### src/rtl/unidad_control_pkg.sv
// Shared definitions for the multicycle ARM-subset control unit:
// FSM state encoding, ALU operation codes, data-processing cmd codes,
// condition codes and the datapath mux select encodings.
package unidad_control_pkg;

  typedef enum logic [3:0] {
    S_FETCH, S_DECODE, S_MEMADR, S_MEMRD, S_MEMWB,
    S_MEMWR, S_EXECR, S_EXECI, S_ALUWB, S_BRANCH
  } state_t;

  // ALU operations (zero-extended to ALU_CTRL_W at the top level)
  localparam logic [2:0] ALU_ADD = 3'd0;
  localparam logic [2:0] ALU_SUB = 3'd1;
  localparam logic [2:0] ALU_AND = 3'd2;
  localparam logic [2:0] ALU_ORR = 3'd3;
  localparam logic [2:0] ALU_EOR = 3'd4;
  localparam logic [2:0] ALU_MOV = 3'd5;

  // Data-processing cmd field, instruction [24:21]
  localparam logic [3:0] CMD_AND = 4'b0000;
  localparam logic [3:0] CMD_EOR = 4'b0001;
  localparam logic [3:0] CMD_SUB = 4'b0010;
  localparam logic [3:0] CMD_ADD = 4'b0100;
  localparam logic [3:0] CMD_CMP = 4'b1010;
  localparam logic [3:0] CMD_ORR = 4'b1100;
  localparam logic [3:0] CMD_MOV = 4'b1101;

  // Condition codes, instruction [31:28]
  localparam logic [3:0] COND_EQ = 4'b0000;
  localparam logic [3:0] COND_NE = 4'b0001;
  localparam logic [3:0] COND_CS = 4'b0010;
  localparam logic [3:0] COND_CC = 4'b0011;
  localparam logic [3:0] COND_MI = 4'b0100;
  localparam logic [3:0] COND_PL = 4'b0101;
  localparam logic [3:0] COND_VS = 4'b0110;
  localparam logic [3:0] COND_VC = 4'b0111;
  localparam logic [3:0] COND_HI = 4'b1000;
  localparam logic [3:0] COND_LS = 4'b1001;
  localparam logic [3:0] COND_GE = 4'b1010;
  localparam logic [3:0] COND_LT = 4'b1011;
  localparam logic [3:0] COND_GT = 4'b1100;
  localparam logic [3:0] COND_LE = 4'b1101;
  localparam logic [3:0] COND_AL = 4'b1110;

  // ALU B operand select
  localparam logic [1:0] SRCB_RM  = 2'b00;
  localparam logic [1:0] SRCB_IMM = 2'b01;
  localparam logic [1:0] SRCB_4   = 2'b10;

  // Writeback result select
  localparam logic [1:0] RES_ALUOUT = 2'b00;
  localparam logic [1:0] RES_RDATA  = 2'b01;
  localparam logic [1:0] RES_ALU    = 2'b10;

endpackage

### src/rtl/unidad_control_multiciclo_cond_check.sv
// Registered NZCV flags and condition evaluation.
//   clk, rst     : clock, async active-high reset (flags -> 0000)
//   cond         : instruction condition field
//   alu_flags    : live ALU NZCV
//   wr_nz, wr_cv : load N/Z and C/V halves of the flag register
//   flags        : registered NZCV ([3]=N [2]=Z [1]=C [0]=V)
//   cond_ex      : cond holds against the registered flags
module cond_check
  import unidad_control_pkg::*;
(
  input  logic       clk,
  input  logic       rst,
  input  logic [3:0] cond,
  input  logic [3:0] alu_flags,
  input  logic       wr_nz,
  input  logic       wr_cv,
  output logic [3:0] flags,
  output logic       cond_ex
);

  // Split enables let logical ops update N/Z while preserving C/V.
  always_ff @(posedge clk or posedge rst) begin
    if (rst) begin
      flags <= '0;
    end else begin
      if (wr_nz) flags[3:2] <= alu_flags[3:2];
      if (wr_cv) flags[1:0] <= alu_flags[1:0];
    end
  end

  logic n, z, c, v;
  assign {n, z, c, v} = flags;

  always_comb begin
    cond_ex = 1'b0;
    case (cond)
      COND_EQ: cond_ex = z;
      COND_NE: cond_ex = ~z;
      COND_CS: cond_ex = c;
      COND_CC: cond_ex = ~c;
      COND_MI: cond_ex = n;
      COND_PL: cond_ex = ~n;
      COND_VS: cond_ex = v;
      COND_VC: cond_ex = ~v;
      COND_HI: cond_ex = c & ~z;
      COND_LS: cond_ex = ~c | z;
      COND_GE: cond_ex = (n == v);
      COND_LT: cond_ex = (n != v);
      COND_GT: cond_ex = ~z & (n == v);
      COND_LE: cond_ex = z | (n != v);
      COND_AL: cond_ex = 1'b1;
      default: cond_ex = 1'b0;  // 1111 never executes
    endcase
  end

endmodule

### src/rtl/unidad_control_multiciclo.sv
// Multicycle control unit: FETCH/DECODE/EXEC/MEM/WB sequencing, output
// decode for the shared datapath, condition-gated writes, mem_ready stalls.
//   clk, rst          : clock, async active-high reset
//   cond, op, funct, rd, ALU_flags, mem_ready : instruction fields / status
//   PC_write, adr_src, IR_write, mem_write, reg_write : enables and address select
//   ALU_src_A, ALU_src_B, result_src, imm_src, reg_src, ALU_control : selects
//   illegal_instr     : one-cycle pulse in DECODE on an undecodable instruction
module unidad_control_multiciclo
  import unidad_control_pkg::*;
#(
  parameter int ALU_CTRL_W  = 4,
  parameter bit HAS_EOR_MOV = 1'b1
) (
  input  logic                  clk,
  input  logic                  rst,
  input  logic [3:0]            cond,
  input  logic [1:0]            op,
  input  logic [5:0]            funct,
  input  logic [3:0]            rd,
  input  logic [3:0]            ALU_flags,
  input  logic                  mem_ready,
  output logic                  PC_write,
  output logic                  adr_src,
  output logic                  IR_write,
  output logic                  mem_write,
  output logic                  reg_write,
  output logic                  ALU_src_A,
  output logic [1:0]            ALU_src_B,
  output logic [1:0]            result_src,
  output logic [1:0]            imm_src,
  output logic [1:0]            reg_src,
  output logic [ALU_CTRL_W-1:0] ALU_control,
  output logic                  illegal_instr
);

  state_t     state, state_nxt;
  logic       cond_ex, wr_nz, wr_cv;
  logic [3:0] flags;

  cond_check u_cc (
    .clk      (clk),
    .rst      (rst),
    .cond     (cond),
    .alu_flags(ALU_flags),
    .wr_nz    (wr_nz),
    .wr_cv    (wr_cv),
    .flags    (flags),
    .cond_ex  (cond_ex)
  );

  // Data-processing cmd decode
  logic [3:0] cmd;
  logic       s_bit, cmd_ok, is_cmp, is_logic;
  logic [2:0] dp_op, alu_sel;
  assign cmd   = funct[4:1];
  assign s_bit = funct[0];

  always_comb begin
    dp_op    = ALU_ADD;
    cmd_ok   = 1'b1;
    is_cmp   = 1'b0;
    is_logic = 1'b0;
    case (cmd)
      CMD_ADD: dp_op = ALU_ADD;
      CMD_SUB: dp_op = ALU_SUB;
      CMD_CMP: begin dp_op = ALU_SUB; is_cmp = 1'b1; end
      CMD_AND: begin dp_op = ALU_AND; is_logic = 1'b1; end
      CMD_ORR: begin dp_op = ALU_ORR; is_logic = 1'b1; end
      CMD_EOR: begin dp_op = ALU_EOR; is_logic = 1'b1; cmd_ok = HAS_EOR_MOV; end
      CMD_MOV: begin dp_op = ALU_MOV; is_logic = 1'b1; cmd_ok = HAS_EOR_MOV; end
      default: cmd_ok = 1'b0;
    endcase
  end

  always_ff @(posedge clk or posedge rst) begin
    if (rst) state <= S_FETCH;
    else     state <= state_nxt;
  end

  always_comb begin
    state_nxt     = state;
    PC_write      = 1'b0;
    adr_src       = 1'b0;
    IR_write      = 1'b0;
    mem_write     = 1'b0;
    reg_write     = 1'b0;
    ALU_src_A     = 1'b0;
    ALU_src_B     = SRCB_RM;
    result_src    = RES_ALUOUT;
    imm_src       = op;
    reg_src       = 2'b00;
    alu_sel       = ALU_ADD;
    illegal_instr = 1'b0;
    wr_nz         = 1'b0;
    wr_cv         = 1'b0;
    case (state)
      S_FETCH: begin
        ALU_src_A  = 1'b1;
        ALU_src_B  = SRCB_4;
        result_src = RES_ALU;
        IR_write   = mem_ready;
        PC_write   = mem_ready;
        if (mem_ready) state_nxt = S_DECODE;
      end
      S_DECODE: begin
        ALU_src_A = 1'b1;
        ALU_src_B = SRCB_4;
        case (op)
          2'b00: begin
            if (!cmd_ok) begin
              illegal_instr = 1'b1;
              state_nxt     = S_FETCH;
            end else begin
              state_nxt = funct[5] ? S_EXECI : S_EXECR;
            end
          end
          2'b01:   state_nxt = S_MEMADR;
          2'b10:   state_nxt = S_BRANCH;
          default: begin illegal_instr = 1'b1; state_nxt = S_FETCH; end
        endcase
      end
      S_EXECR: begin
        alu_sel   = dp_op;
        state_nxt = S_ALUWB;
      end
      S_EXECI: begin
        ALU_src_B = SRCB_IMM;
        alu_sel   = dp_op;
        state_nxt = S_ALUWB;
      end
      S_ALUWB: begin
        // Keep the EXEC operand/op selects so the live ALU_flags sampled
        // here still belong to this instruction's operation.
        ALU_src_B = funct[5] ? SRCB_IMM : SRCB_RM;
        alu_sel   = dp_op;
        if (!is_cmp) begin
          if (rd == 4'd15) PC_write  = cond_ex;
          else             reg_write = cond_ex;
        end
        wr_nz     = cond_ex & (is_cmp | s_bit);
        wr_cv     = cond_ex & (is_cmp | s_bit) & ~is_logic;
        state_nxt = S_FETCH;
      end
      S_MEMADR: begin
        ALU_src_B = SRCB_IMM;
        state_nxt = funct[0] ? S_MEMRD : S_MEMWR;
      end
      S_MEMRD: begin
        adr_src = 1'b1;
        if (mem_ready) state_nxt = S_MEMWB;
      end
      S_MEMWB: begin
        result_src = RES_RDATA;
        if (rd == 4'd15) PC_write  = cond_ex;
        else             reg_write = cond_ex;
        state_nxt = S_FETCH;
      end
      S_MEMWR: begin
        adr_src   = 1'b1;
        reg_src   = 2'b10;
        mem_write = cond_ex;
        if (mem_ready) state_nxt = S_FETCH;
      end
      S_BRANCH: begin
        reg_src    = 2'b01;
        ALU_src_B  = SRCB_IMM;
        result_src = RES_ALU;
        PC_write   = cond_ex;
        state_nxt  = S_FETCH;
      end
      default: state_nxt = S_FETCH;
    endcase
    // Reset overrides everything combinationally so an in-flight access
    // is cut off in the same cycle rst rises.
    if (rst) begin
      PC_write      = 1'b0;
      adr_src       = 1'b0;
      IR_write      = 1'b0;
      mem_write     = 1'b0;
      reg_write     = 1'b0;
      ALU_src_A     = 1'b0;
      ALU_src_B     = 2'b00;
      result_src    = 2'b00;
      imm_src       = 2'b00;
      reg_src       = 2'b00;
      alu_sel       = 3'd0;
      illegal_instr = 1'b0;
      wr_nz         = 1'b0;
      wr_cv         = 1'b0;
    end
  end

  assign ALU_control = ALU_CTRL_W'(alu_sel);

endmodule

### config.mk
export PLATFORM = sky130hd
export DESIGN_NAME = unidad_control_multiciclo
export DESIGN_NICKNAME = d
export VERILOG_FILES = /design/src/rtl/unidad_control_pkg.sv /design/src/rtl/unidad_control_multiciclo_cond_check.sv /design/src/rtl/unidad_control_multiciclo.sv
export SDC_FILE = /design/constraint.sdc
export NUM_CORES = 1
export LEC_CHECK = 0
export BUFFER_PORTS_ARGS = -buffer_cell sky130_fd_sc_hd__buf_2
export CORE_ASPECT_RATIO = 1.5
export CORE_MARGIN = 2
export CORE_UTILIZATION = 44
export DETAILED_ROUTE_END_ITERATION = 7
export PLACE_DENSITY = 0.79
export SYNTH_ARGS = -nofsm -noshare
export SYNTH_HDL_FRONTEND = slang
export SYNTH_SLANG_ARGS = --single-unit
### constraint.sdc
create_clock -name clk -period 1.8 [get_ports clk]
set_input_delay 0.18 -clock clk [delete_from_list [all_inputs] [get_ports clk]]
set_output_delay 0.18 -clock clk [all_outputs]
set_load 0.02 [all_outputs]
==> flow_summary.ini <==
[placement]
dp.cells = 209
io_buffers = 40
dp_hpwl_um = 2390
place_congestion = 0.883

[routing]
first_pass_iters = 4
vias_per_cell = 5.99
drcViolationCount = 0
wire_per_inst_um = 15.3
drt_iter0_drc = 43
routed_wl_um = 3390
num_vias = 1324
postRouteAntennaNets = 0

[logic_synthesis]
syn-cell-area_um2 = 1060
yosysUniqueCellTypes = 49
synth_edf_count = 0
yosysWarnings = 0
synth_nets = 167
async_flop_share = 1.00
synth_area_per_cell_um2 = 7.33
yosysSeqAreaShare = 0.190
synth-seq-cells = 8
synth_ff_type = dfrtp_1
syn_inst = 144

[pwr]
p_total_uw = 1700
cellPowerDensity_nw_per_um2 = 1090
ir_drop_mv = 0.815
leakage_uw = 0.000732

[global_routing]
grt_pass1_wl_um = 5390
grt_overflow = 0
grt_max_degree = 15
antenna_found_initial = 0
grt_pass1_vias = 1248
grt_usage = 0.248

[floorplanning]
io_pins = 42
core_area_um2 = 2260
start_util = 0.467
chipWidth_um = 44
rows = 21
dieHeight_um = 64
die_area_um2 = 2820

[critical_path]
reg2reg_to = u_cc.flags[0]
worst-path-max-fanout = 7
cp_num_cells = 6
slowest_delay_ns = 0.45
crit_chain = mux2_2 > a21oi_1 > o2111ai_2 > a21oi_2 > and2b_2 > buf_6
crit_arrival_ns = 1.95
slowest_stage = dfrtp_2
crit_buf_inv = 1
r2r-start = u_cc.flags[0]
worstSetupStartpoint = u_cc.flags[3]
worstPathRequired_ns = 1.62
cp_top_family = compound AO/OA/AOI/OAI gates
crit_type = reg2out
regToRegSetupSlack_ns = -0.15
reg2reg_depth = 6
start_kind = register
crit_path_end_kind = primary output

[cells_and_area]
final_cell_mix = 34 x buf_2, 26 x buf_4, 14 x nor2_1, 11 x a21oi_1, 9 x inv_1
nets = 223
fill_cells = 179
antenna_cells = 0
final_common_cell = buf_2
layout-drive-gt1-share = 0.500
syn2layout_area_growth_pct = 47.7
instances_no_fill = 221

[sta]
fin_crit_ns = 2.13
setup_violations = 7
fin_worst_skew_ns = 0.0101
max_freq_mhz = 469
rsz0062_at_grt = true
fin_ws_ns = -0.330
period_share = 1.18
slew_violations = 0
finalHoldViolCount = 0

[outcome]
violations = setup timing
outcome = finished with violations

[clock_network]
htree_levels = 1
cts_buffer_depth = 2
clk_latency_ns = 0.26
cts_tree = done
cts_hold_buf = 0
clkSlewWorstSetupHoldPaths_ns = 0.06
cts_inserted_buffers = 3
clkSinkCount = 8
cts_root_buffer = clkbuf_4

[run]
maxCapViolCount = 0

[worst_hold_path]
hold_path_class = in2async
report_power, final:
part	internal, uW	leakage, uW	switching [uW]
clock	76.5	0.0000138	63.6
sequential	254	0.000101	96.6
combinational	581	0.000617	624
registers in the layout, summed over array words and instances (netlist names):
| register | cells |
|---|---|
| state | 4 |
| u_cc.flags | 4 |
per-layer routing:
| layer | up-vias | GRT usage | wire length (um) |
|---|---|---|---|
| met5 | - | 0 | 0 |
| met4 | 0 | 0.114 | 136 |
| met3 | 16 | 0.0282 | 158 |
| met2 | 55 | 0.461 | 1900 |
| met1 | 619 | 0.262 | 1190 |
| li1 | 634 | - | - |
through the flow:
| stage | setup TNS [ns] | setup slack, ns | instance area (um2) | util | hold slack, ns |
|---|---|---|---|---|---|
| detailed placement | -1.23 | -0.254 | 1370 | 0.605 | 0.398 |
| CTS | -1.89 | -0.343 | 1480 | 0.654 | 0.137 |
| global placement | -0.706 | -0.135 | 1370 | 0.605 | 0.393 |
| global route | -2.14 | -0.421 | 1560 | 0.690 | 0.141 |
| floorplan | -0.306 | -0.0712 | 1090 | - | 0.204 |
| finish | -1.50 | -0.330 | 1560 | 0.690 | 0.162 |
area by class of cell:
type | count | area [um2] | area share
inverters | 9 | 33.8 | 0.0217
repair buffers | 64 | 410 | 0.263
multi-input cells | 114 | 860 | 0.551
well taps | 23 | 28.8 | 0.0184
flip-flops and latches | 8 | 205 | 0.132
clock buffers | 3 | 22.5 | 0.0144
cell families after synthesis:
family	synth area share
and+or+nand+nor	0.370
AOI/OAI and AO/OA	0.243
buffers and inverters	0.0900
DFF	0.190
muxes	0.0794
xor gates and xnor gates	0.0249
other	0.00355
tightest hold or removal path, stage by stage:
cell and delay, ns:
buf_2 0.12, buf_4 0.16, inv_1 0.11, buf_4 0.19
worst max path at each step:
stage / to / slack (ns)
6_report: mem_write / -0.33
3_3_place_gp: u_cc.flags[3] / -0.13
2_1_floorplan: u_cc.flags[2] / -0.07
3_5_place_dp: u_cc.flags[2] / -0.25
4_1_cts: mem_write / -0.34
5_1_grt: PC_write / -0.42
repair_timing:
action,in CTS,in global routing
pin swaps,4,5
gates resized for setup,11,19
endpoints found under the hold margin,0,0
setup endpoints to repair,10,11
setup buffers,7,2
Yosys cell counts, types with 3 or more instances:
cell type | n | area, um2
inv_1 | 9 | 33.8
nor2b_1 | 4 | 25.0
o21ai_0 | 5 | 25.0
nor3_1 | 4 | 20.0
dfrtp_1 | 8 | 200
clkbuf_1 | 8 | 30.0
nor3b_1 | 4 | 30.0
nand3_1 | 4 | 20.0
nand2_1 | 9 | 33.8
nor4_1 | 5 | 31.3
buf_4 | 3 | 22.5
nor2_1 | 16 | 60.1
a21oi_1 | 11 | 55.1
nand3b_1 | 3 | 22.5
and3_1 | 4 | 25.0
(Power assumes the default switching activity.)
